File: src/rtl/seg_595_scan.sv
// -----------------------------------------------------------------------------
// seg_595_scan
//
// Purpose:
//   Scanned driver for a 6-position common-anode 7-segment display that is fed
//   through two cascaded 74HC595 shift registers. Each scan slot selects one of
//   the four BCD digits (units, tens, hundreds, thousands). The digit is given
//   leading-zero blanking, its decimal point and an active-low segment code.
//   It is then shifted out as a 14-bit frame {seg[7:0], sel[5:0]}, LSB first,
//   and latched with a single stcp pulse.
//
// Parameters:
//   CNT_SCAN_MAX  scan slot length minus one, in sys_clk cycles (>= 63 so a
//                 57-cycle frame always completes inside its slot)
//
// Ports:
//   sys_clk   in   system clock
//   sys_rst   in   asynchronous, active-high reset
//   unit      in   [3:0] BCD units digit     (display index 0)
//   ten       in   [3:0] BCD tens digit      (display index 1)
//   hun       in   [3:0] BCD hundreds digit  (display index 2)
//   tho       in   [3:0] BCD thousands digit (display index 3)
//   point     in   [3:0] decimal-point enables, point[i] lights DP of digit i
//   seg_en    in   1 = display on, 0 = all digits dark
//   ds        out  595 serial data
//   shcp      out  595 shift clock
//   stcp      out  595 storage (latch) clock
//   oe        out  595 output enable, active low
// -----------------------------------------------------------------------------
module seg_595_scan #(
  parameter int CNT_SCAN_MAX = 49_999
) (
  input  logic       sys_clk,
  input  logic       sys_rst,
  input  logic [3:0] unit,
  input  logic [3:0] ten,
  input  logic [3:0] hun,
  input  logic [3:0] tho,
  input  logic [3:0] point,
  input  logic       seg_en,
  output logic       ds,
  output logic       shcp,
  output logic       stcp,
  output logic       oe
);

  localparam int CNT_W = $clog2(CNT_SCAN_MAX + 1);

  typedef enum logic [1:0] {
    S_IDLE,
    S_SHIFT,
    S_LATCH
  } ser_state_t;

  // ---------------------------------------------------------------------------
  // Slot counter and digit index
  // ---------------------------------------------------------------------------
  logic [CNT_W-1:0] cnt_scan;
  logic [1:0]       digit_idx;
  logic             scan_tick;
  logic             slot_wrap;

  // The counter sits at zero through reset, so the first cycle after release is
  // a tick; every wrap back to zero produces the following ticks.
  assign scan_tick = (cnt_scan == '0);
  assign slot_wrap = (cnt_scan == CNT_W'(CNT_SCAN_MAX));

  // NOTE: sequential state uses non-blocking assignments so every flop samples
  // the pre-edge values of the others, independent of process ordering.
  always_ff @(posedge sys_clk or posedge sys_rst) begin
    if (sys_rst) begin
      cnt_scan <= '0;
    end else if (slot_wrap) begin
      cnt_scan <= '0;
    end else begin
      cnt_scan <= cnt_scan + CNT_W'(1);
    end
  end

  // The index advances on the wrap edge, so the tick that follows sees the new
  // digit; 2-bit arithmetic gives the 3 -> 0 wrap with no idle slot.
  always_ff @(posedge sys_clk or posedge sys_rst) begin
    if (sys_rst) begin
      digit_idx <= 2'd0;
    end else if (slot_wrap) begin
      digit_idx <= digit_idx + 2'd1;
    end
  end

  // ---------------------------------------------------------------------------
  // Frame word: digit select, blanking, DP, segment encode
  // ---------------------------------------------------------------------------
  function automatic logic [7:0] seg_encode(input logic [3:0] val);
    logic [7:0] code;
    case (val)
      4'd0:    code = 8'hC0;
      4'd1:    code = 8'hF9;
      4'd2:    code = 8'hA4;
      4'd3:    code = 8'hB0;
      4'd4:    code = 8'h99;
      4'd5:    code = 8'h92;
      4'd6:    code = 8'h82;
      4'd7:    code = 8'hF8;
      4'd8:    code = 8'h80;
      4'd9:    code = 8'h90;
      default: code = 8'hBF;  // non-BCD values show a dash
    endcase
    return code;
  endfunction

  logic [3:0]  digit_val;
  logic        digit_blank;
  logic [7:0]  seg_body;
  logic [7:0]  seg_code;
  logic [5:0]  sel_code;
  logic [13:0] frame_word;

  // NOTE: every signal driven here receives a default first, so no path through
  // the block can leave a value unassigned and infer a latch.
  always_comb begin
    digit_val   = unit;
    digit_blank = 1'b0;
    case (digit_idx)
      2'd0: begin
        digit_val   = unit;
        digit_blank = 1'b0;
      end
      2'd1: begin
        digit_val   = ten;
        digit_blank = (tho == 4'd0) && (hun == 4'd0) && (ten == 4'd0);
      end
      2'd2: begin
        digit_val   = hun;
        digit_blank = (tho == 4'd0) && (hun == 4'd0);
      end
      default: begin
        digit_val   = tho;
        digit_blank = (tho == 4'd0);
      end
    endcase

    seg_body = digit_blank ? 8'hFF : seg_encode(digit_val);
    // The DP is applied even to a blanked digit.
    seg_code = {seg_body[7] & ~point[digit_idx], seg_body[6:0]};
    sel_code = 6'b000001 << digit_idx;

    if (!seg_en) begin
      seg_code = 8'hFF;
      sel_code = 6'b000000;
    end

    frame_word = {seg_code, sel_code};
  end

  // ---------------------------------------------------------------------------
  // Serialiser: four cycles per bit, shcp rising mid-bit, one stcp cycle after
  // the 14th bit.
  // ---------------------------------------------------------------------------
  ser_state_t  state;
  ser_state_t  state_nxt;
  logic [1:0]  phase;
  logic [3:0]  bit_cnt;
  logic [13:0] shift_reg;
  logic        last_bit_end;

  assign last_bit_end = (phase == 2'd3) && (bit_cnt == 4'd13);

  always_ff @(posedge sys_clk or posedge sys_rst) begin
    if (sys_rst) begin
      state <= S_IDLE;
    end else begin
      state <= state_nxt;
    end
  end

  always_comb begin
    state_nxt = state;
    case (state)
      S_IDLE:  if (scan_tick) state_nxt = S_SHIFT;
      S_SHIFT: if (last_bit_end) state_nxt = S_LATCH;
      S_LATCH: state_nxt = S_IDLE;
      default: state_nxt = S_IDLE;
    endcase
  end

  // The frame is captured at the tick; inputs are ignored for the rest of the
  // slot. ds always presents shift_reg[0], which moves on at the end of a bit.
  always_ff @(posedge sys_clk or posedge sys_rst) begin
    if (sys_rst) begin
      shift_reg <= '0;
      phase     <= 2'd0;
      bit_cnt   <= 4'd0;
    end else if (state == S_IDLE && scan_tick) begin
      shift_reg <= frame_word;
      phase     <= 2'd0;
      bit_cnt   <= 4'd0;
    end else if (state == S_SHIFT) begin
      phase <= phase + 2'd1;
      if (phase == 2'd3) begin
        shift_reg <= shift_reg >> 1;
        bit_cnt   <= bit_cnt + 4'd1;
      end
    end
  end

  // Outputs decode directly from state, so an asynchronous reset drops them
  // within the same cycle and a partial frame never reaches stcp.
  always_comb begin
    ds   = (state == S_SHIFT) & shift_reg[0];
    shcp = (state == S_SHIFT) & phase[1];
    stcp = (state == S_LATCH);
  end

  // Output enable releases one cycle after reset and then stays active.
  always_ff @(posedge sys_clk or posedge sys_rst) begin
    if (sys_rst) begin
      oe <= 1'b1;
    end else begin
      oe <= 1'b0;
    end
  end

endmodule

File: config.mk
export PLATFORM = sky130hd
export DESIGN_NAME = seg_595_scan
export DESIGN_NICKNAME = d
export VERILOG_FILES = /design/src/rtl/seg_595_scan.sv
export SDC_FILE = /design/constraint.sdc
export NUM_CORES = 1
export LEC_CHECK = 0
export ABC_AREA = 1
export BUFFER_PORTS_ARGS = -buffer_cell sky130_fd_sc_hd__buf_2
export CAP_MARGIN = 25
export CORE_UTILIZATION = 50
export CTS_CLUSTER_SIZE = 28
export DETAILED_ROUTE_END_ITERATION = 12
export GPL_TIMING_DRIVEN = 0
export PLACE_DENSITY = 0.7
export SYNTH_ARGS = -nofsm -noshare
export SYNTH_HDL_FRONTEND = slang
export SYNTH_SLANG_ARGS = --single-unit
File: constraint.sdc
create_clock -name sys_clk -period 6 [get_ports sys_clk]
set_clock_uncertainty 0.2 [all_clocks]
set_input_delay 0.9 -clock sys_clk [delete_from_list [all_inputs] [get_ports sys_clk]]
set_output_delay 0.9 -clock sys_clk [all_outputs]
set_load 0.1 [all_outputs]
==> results of run 1 <==
## stage by stage
stage | hold slack, ps | utilization | setup slack [ps] | std cells
after global routing | 321.2 | 0.5890 | 3334 | 428
after floorplan | 248.8 | - | 3107 | 327
final | 288.6 | 0.5890 | 3445 | 428
after CTS | 291.1 | 0.5890 | 3436 | 428
after global placement | 263.0 | 0.5702 | 3407 | 420
after detailed placement | 270.2 | 0.5702 | 3393 | 420
## power by group through the flow
| stage | clock, mW | sequential [mW] | combinational (mW) |
|---|---|---|---|
| after floorplan | 0 | 0.286 | 0.0201 |
| after global placement | 0 | 0.283 | 0.0349 |
| after detailed placement | 0 | 0.283 | 0.0354 |
| after CTS | 0.188 | 0.278 | 0.0355 |
| after global routing | 0.198 | 0.278 | 0.0395 |
| final | 0.184 | 0.278 | 0.0349 |
## kinds of logic (layout without fill, tap and decap cells)
group | count (synthesis) | after routing | share of synthesized area
buffers and inverters | 55 | 89 | 0.08458
AO/OA/AOI/OAI | 38 | 38 | 0.09204
XOR/XNOR | 10 | 10 | 0.03483
other | 1 | 1 | 0.001491
AND/OR/NAND/NOR | 169 | 169 | 0.3139
flip-flops | 41 | 41 | 0.4085
adder cells (fa/ha/maj) | 13 | 13 | 0.06468
## tightest hold or removal path: cells and delay by family (launching register included)
kind             cells  cell delay (ps)
and+or+nand+nor      2              110
DFF                  1              350
## synth_stat cells (all sizes together)
cell type / number
xor2: 7
or2: 5
nor2: 42
dfstp: 1
o21bai: 2
o221ai: 4
buf: 3
dfrtp: 40
conb: 1
nor4: 4
o21ai: 13
a221oi: 1
o22ai: 5
and2: 1
nand3: 17
ha: 13
nand4: 9
o21a: 1
nand2: 84
a21oi: 11
inv: 52
nor3: 7
a31oi: 1
xnor2: 3
## routing by layer
layer,part of all wire,track usage,vias to the layer above
li1,-,-,1112
met1,0.51,0.2831,958
met2,0.44,0.3364,33
met3,0.030,0.04558,10
met4,0.018,0.09150,0
met5,0,0,-
## area by class of cell
| type | count | area, sq um | area share |
|---|---|---|---|
| flip-flops and latches | 41 | 1027 | 0.3644 |
| repair buffers | 26 | 130.1 | 0.04616 |
| well taps | 67 | 83.83 | 0.02974 |
| inverters | 52 | 195.2 | 0.06924 |
| clock buffers | 8 | 90.09 | 0.03196 |
| plain buffers | 3 | 17.52 | 0.006214 |
| multi-input cells | 231 | 1275 | 0.4523 |
## final timing paths
check | start | endpoint | slack (ps) | depth (start not counted)
worst max-delay path | state[1] | ds | 3450 | 4
worst min-delay path | shift_reg[11] | shift_reg[11] | 290 | 2
worst max register to register | digit_idx[0] | shift_reg[7] | 3540 | 11
worst min register to register | shift_reg[11] | shift_reg[11] | 290 | 2
max in group asynchronous | sys_rst | digit_idx[0] | 4500 | 2
min in group asynchronous | sys_rst | cnt_scan[6] | 580 | 2
==> parameters.txt, run 1 <==
Parameter                              Value

STA
  Setup total negative slack    0 ps
  Unrepaired setup endpoints after global routing    no
  Final hold violation count    0
  Final Setup Violations    0
  Share of the clock period used by the worst path after layout    0.4258
  Worst rel slew slack    0.4365
  Final critical delay including setup and external delays    2555 ps
  Final max-slew violation count    0
  Max Fclk    0.3914 GHz
  Worst Max-Slew Pin Slew    844.0 ps

Logic synthesis
  Largest cells by area after synthesis    sky130_fd_sc_hd__dfrtp_1 (40%), sky130_fd_sc_hd__nand2_1 (12%), sky130_fd_sc_hd__inv_1 (7.2%)
  Seq/Total Area, Yosys    0.4085
  Post-synth top area cell    sky130_fd_sc_hd__dfrtp_1
  Avg Cell Area, Syn    7.691 sq um
  Synthesized cell area    roughly 0.0025 sq mm
  Area share of the largest cell type after synthesis    0.3980
  Number of synthesized register bits    41
  Cell variety after synth    36
  Mapped Nets    363
  Number of warnings reported in the yosys synthesis log    0
  Gate Count Post-Synth    327

Finish
  Layout overhead on the synthesized area    12.09%
  Count of filler cells inserted in the layout    460
  Total Nets Final    396
  Max FFs per register    16
  Most frequent standard cell in the layout excluding fill and tap cells    sky130_fd_sc_hd__nand2_1
  Share of post-route cells with drive strength above 1    0.1662
  Number of diodes added for antenna fixing    0
  Final instance area    0.002819 sq mm
  Commonest non-fill, non-tap cells in the layout    sky130_fd_sc_hd__nand2_1 (81), sky130_fd_sc_hd__inv_1 (47), sky130_fd_sc_hd__dfrtp_1 (40)

Floorplan
  Area of the die    0.005317 sq mm
  Vertical die dimension    72.92 um
  Placeable core area    0.004786 sq mm
  Width of the die    72.92 um
  Num ports    27
  Floorplan row count    25
  Starting Density    0.5255

Pwr
  Cell-internal power    between 300 and 400 uW
  Power Dens Cells    about 180 mW/mm^2
  Worst voltage drop across the vdd grid    between 0.1 and 0.15 mV
  Combinational group share of total power    0.070
  Sw Pwr    approximately 110 uW
  Sequential fraction of design power    0.559
  Proportion of total power due to net switching    0.2307
  Share of power burned in the clock network    0.371
  Overall Power    497.2 uW
  Leakage    ~1.5 nW

Critical path
  Critical path, cell by cell    inv_1 -> nand2_1 -> nor2_1 -> buf_2
  CP delay by family, top    buffers and inverters
  Maximum fanout along the worst path    5
  Crit start category    flop
  Worst path max stage delay    440 ps
  Endpoint type of the worst setup path    output port
  Type of the worst setup path    flop to output port
  Arrival time of the worst setup path    between 1000 and 1500 ps
  Required time worst endpoint    4900 ps
  Worst path slowest cell    sky130_fd_sc_hd__buf_2
  Critical path buffer and inverter count    2

Clock tree
  Hold-fix buffer count after cts    0
  H-tree levels    2
  Clock-pin slew on the worst setup and hold paths    80 ps
  Cts bufs inserted    5
  Clock latency of the later-clocked register in the worst-skew pair    290 ps
  Buffers from clock root to sink, at most    2
  Post-CTS Repair Setup Buffers    0
  Clk Tree Root Cell    sky130_fd_sc_hd__clkbuf_8
  CTS tree    done
  # resized after CTS    0
  Number of clock sinks    41

Drt
  DRC violation count after routing    0
  Post-detailed-route via-to-cell ratio    4.937
  Wire length after detailed routing    about 5000 um
  Count of nets left with antenna violations after detail routing    0
  Total via count after detailed routing    2113
  First-pass detailed-route iteration total    4
  First-iteration detailed-routing DRC count    around 110
  Drt wl/cell    11.64 um

Place
  I/O Buffers    26
  Post-detail-place hpwl    3784 um
  Area after detailed placement    0.002729 sq mm
  Placer's final routability congestion estimate    roughly 0.87

Global route
  Antenna violations before repair    0
  Global Route Usage Sum    0.2129
  Global-route wire length before repair    about 8600 um
  GR Overflow Total    0
  Largest net degree at the start of global routing    42
  Vias in the first global route    2018

Worst hold path
  Kind of path behind the tightest hold check    flop to flop

Flow run
  Max-cap violations    0

Run status
  Status    completed
No activity file was read; power rests on OpenSTA's default activity.
==> run 2: changes to the inputs <==
--- a/config.mk
+++ b/config.mk
@@ -12,7 +12,7 @@
 export CTS_CLUSTER_SIZE = 28
 export DETAILED_ROUTE_END_ITERATION = 12
 export GPL_TIMING_DRIVEN = 0
-export PLACE_DENSITY = 0.7
+export PLACE_DENSITY = 0.72
 export SYNTH_ARGS = -nofsm -noshare
 export SYNTH_HDL_FRONTEND = slang
 export SYNTH_SLANG_ARGS = --single-unit
==> constraint.sdc (replaced) <==
create_clock -name sys_clk -period 2.2 [get_ports sys_clk]
set_clock_uncertainty 0.2 [all_clocks]
set_input_delay 0.33 -clock sys_clk [delete_from_list [all_inputs] [get_ports sys_clk]]
set_output_delay 0.33 -clock sys_clk [all_outputs]
set_load 0.1 [all_outputs]
==> run 2 against run 1 <==
- the run now ends with negative hold slack left
- global-route usage is 0.93 points higher
- non-clock buffer count is 9 higher
- critical path depth is 6 higher
- worst hold slack worse by 300 ps
- sequential power grew to 2.7 times the previous value
- final cell count is 2.1% higher
- die area stayed put
- clock power grew to 2.7 times the previous value
- first-iteration DRC count is 12% lower
- register-to-register slack worse by 3500 ps
- combinational power grew to 3.1 times the previous value
- via count is 3.0% higher
==> parameters.txt, run 2 (synthesis gave the netlist of run 1 again) <==
Parameter                              Value

Critical path
  Register-to-register path setup slack    70 ps (-3470 ps)
  Required time worst endpoint    2240 ps (-2660 ps)
  Type of the worst setup path    flop to flop
  Worst Reg2Reg Path Length in Cells    10 (-1)
  Crit start category    flop
  Crit Reg-Reg Startpoint    digit_idx[0]
  Arrival time of the worst setup path    2170 ps (+720 ps)
  Maximum fanout along the worst path    6 (+1)
  R2r endpoint    shift_reg[7]
  Worst setup path startpoint    digit_idx[0]
  Endpoint type of the worst setup path    flop

Place
  Area after detailed placement    0.002729 sq mm (unchanged)
  Placer's final routability congestion estimate    0.9275 (+7.1%)
  Post-detail-place hpwl    3882 um (+2.6%)
  DP Worst Slack    -237.8 ps (-3630 ps)
  I/O Buffers    26 (unchanged)

Clock tree
  Number of clock sinks    41 (unchanged)
  Clock latency of the later-clocked register in the worst-skew pair    300 ps (about the same)
  Hold-fix buffer count after cts    0 (unchanged)
  CTS tree    done
  Clock-pin slew on the worst setup and hold paths    80 ps (about the same)
  H-tree levels    2 (unchanged)
  Buffers from clock root to sink, at most    2 (unchanged)
  Cts bufs inserted    5 (unchanged)
  Clk Tree Root Cell    sky130_fd_sc_hd__clkbuf_8

Finish
  Commonest non-fill, non-tap cells in the layout    sky130_fd_sc_hd__nand2_1 (78), sky130_fd_sc_hd__inv_1 (44), sky130_fd_sc_hd__dfrtp_1 (39)
  Layout overhead on the synthesized area    18.61%
  Share of post-route cells with drive strength above 1    0.2351 (+0.06893)
  Max FFs per register    16 (unchanged)
  Most frequent standard cell in the layout excluding fill and tap cells    sky130_fd_sc_hd__nand2_1
  Final instance area    0.002983 sq mm (+5.8%)
  Number of diodes added for antenna fixing    0 (unchanged)
  Total Nets Final    405 (+2.3%)
  Count of filler cells inserted in the layout    460 (unchanged)

STA
  Worst rel slew slack    0.4389 (+0.002427)
  Final Setup Violations    0 (unchanged)
  Share of the clock period used by the worst path after layout    0.9676
  Worst Max-Slew Pin Slew    840.4 ps (-3.636 ps)
  Setup slack after layout    71.38 ps (-3374 ps)
  Final hold violation count    15 (+15)
  Final max-slew violation count    0 (unchanged)
  Max Fclk    0.4698 GHz
  Final worst hold slack    -9.892 ps (-298.5 ps)
  Final critical delay including setup and external delays    around 2100 ps

Drt
  First-pass detailed-route iteration total    4 (unchanged)
  Total via count after detailed routing    2177 (+3.0%)
  Post-detailed-route via-to-cell ratio    4.982 (+0.91%)
  Wire length after detailed routing    5215 um (+4.6%)
  DRC violation count after routing    0 (unchanged)
  Count of nets left with antenna violations after detail routing    0 (unchanged)
  Drt wl/cell    11.93 um (+2.5%)
  First-iteration detailed-routing DRC count    96 (-12%)

Floorplan
  Area of the die    0.005317 sq mm (unchanged)
  Starting Density    0.5255 (unchanged)
  Floorplan row count    25 (unchanged)
  Placeable core area    0.004786 sq mm (unchanged)
  Num ports    27 (unchanged)
  Vertical die dimension    72.92 um (unchanged)
  Width of the die    72.92 um (unchanged)

Global route
  Most Crowded Layer GR    met2
  Global Route Usage Sum    0.2222 (+0.009259)
  Met1 Track Usage GR    0.2922 (+0.009132)
  Met3 Resource Use GR    0.05525 (+0.009669)
  Met2 Track Usage GR    0.3562 (+0.01973)
  GR Overflow Total    0 (unchanged)
  Global-route wire length before repair    8914 um (+3.2%)
  Antenna violations before repair    0 (unchanged)
  Vias in the first global route    2065 (+2.3%)
  Largest net degree at the start of global routing    42 (unchanged)

Pwr
  Power Dens Cells    457.1 mW/mm^2 (+160%)
  Cell-internal power    1.017 mW (+170%)
  Combinational group share of total power    0.080 (+0.010)
  Sequential fraction of design power    0.555 (-0.004)
  Sw Pwr    346.9 uW (+200%)
  Share of power burned in the clock network    0.365 (-0.006)
  Worst voltage drop across the vdd grid    0.3592 mV (+160%)
  Leakage    1.500 nW (+2.7%)
  Proportion of total power due to net switching    0.2544 (+0.02370)

Run status
  Status    finished, violations left
  Failing checks    negative hold slack

Worst hold path
  Kind of path behind the tightest hold check    primary input to async pin

Flow run
  Max-cap violations    0 (unchanged)
## run 2: cell count changes in the layout (fill, tap and decap cells not counted), moves of 3 or more
cell,delta
sky130_fd_sc_hd__nand2_1,-3
sky130_fd_sc_hd__ha_1,-5
sky130_fd_sc_hd__inv_1,-3
sky130_fd_sc_hd__nand2_2,+3
sky130_fd_sc_hd__ha_4,+3
sky130_fd_sc_hd__clkinvlp_4,+3
sky130_fd_sc_hd__buf_4,+8
sky130_fd_sc_hd__inv_2,+3
## run 2: worst max-delay path: stages (launching register included)
cell	delay [ps]
sky130_fd_sc_hd__dfrtp_1	410
sky130_fd_sc_hd__buf_6	140
sky130_fd_sc_hd__ha_4	170
sky130_fd_sc_hd__nand2_1	60
sky130_fd_sc_hd__nand2_1	120
sky130_fd_sc_hd__o21bai_4	250
sky130_fd_sc_hd__ha_4	230
sky130_fd_sc_hd__or2_2	290
sky130_fd_sc_hd__nand3_2	70
sky130_fd_sc_hd__nand2_1	50
sky130_fd_sc_hd__nand2_1	70
## run 2: worst max path at each step
stage / slack [ps] / end / cells past startpoint
after floorplan: -120 / ds / 3
after global placement: -200 / shift_reg[7] / 11
after detailed placement: -240 / shift_reg[7] / 11
after CTS: 4 / shift_reg[11] / 11
after global routing: -10 / shift_reg[12] / 13
final: 70 / shift_reg[7] / 10
## run 2: cell type report
class	instances	area, sq um	share of cell area
clock inverter	3	22.52	0.007550
timing repair buffer	35	201.4	0.06753
sequential	41	1028	0.3448
tap	67	83.83	0.02810
buffer	3	17.52	0.005872
clock buffer	5	68.82	0.02307
multi-input combinational	231	1365	0.4576
inverter	52	195.2	0.06544
## run 2: power by group through the flow
stage	clock network [mW]	registers [mW]	logic (mW)
2_1_floorplan	0	0.780	0.0548
3_3_place_gp	0	0.772	0.0957
3_5_place_dp	0	0.773	0.0971
4_1_cts	0.521	0.757	0.100
5_1_grt	0.548	0.758	0.121
6_report	0.498	0.757	0.109
## run 2: metrics by stage
stage / setup TNS (ps) / util / total power, mW / cells
after global routing: -16.40 / 0.6233 / 1.427 / 437
after global placement: -476.0 / 0.5702 / 0.8681 / 420
final: 0 / 0.6233 / 1.364 / 437
after floorplan: -245.0 / - / 0.8346 / 327
after CTS: 0 / 0.6031 / 1.378 / 432
after detailed placement: -563.6 / 0.5702 / 0.8696 / 420
## run 2: metal layers
metal | up-vias | routed length [um]
li1 | 1132 | -
met1 | 1014 | 2482
met2 | 22 | 2462
met3 | 9 | 158
met4 | 0 | 111
met5 | - | 0
## run 2: timing repair
item,4_1_cts,5_1_grt
setup endpoints to repair,5,7
gates resized for setup,9,14
pin swaps,2,6
buffers inserted,4,5
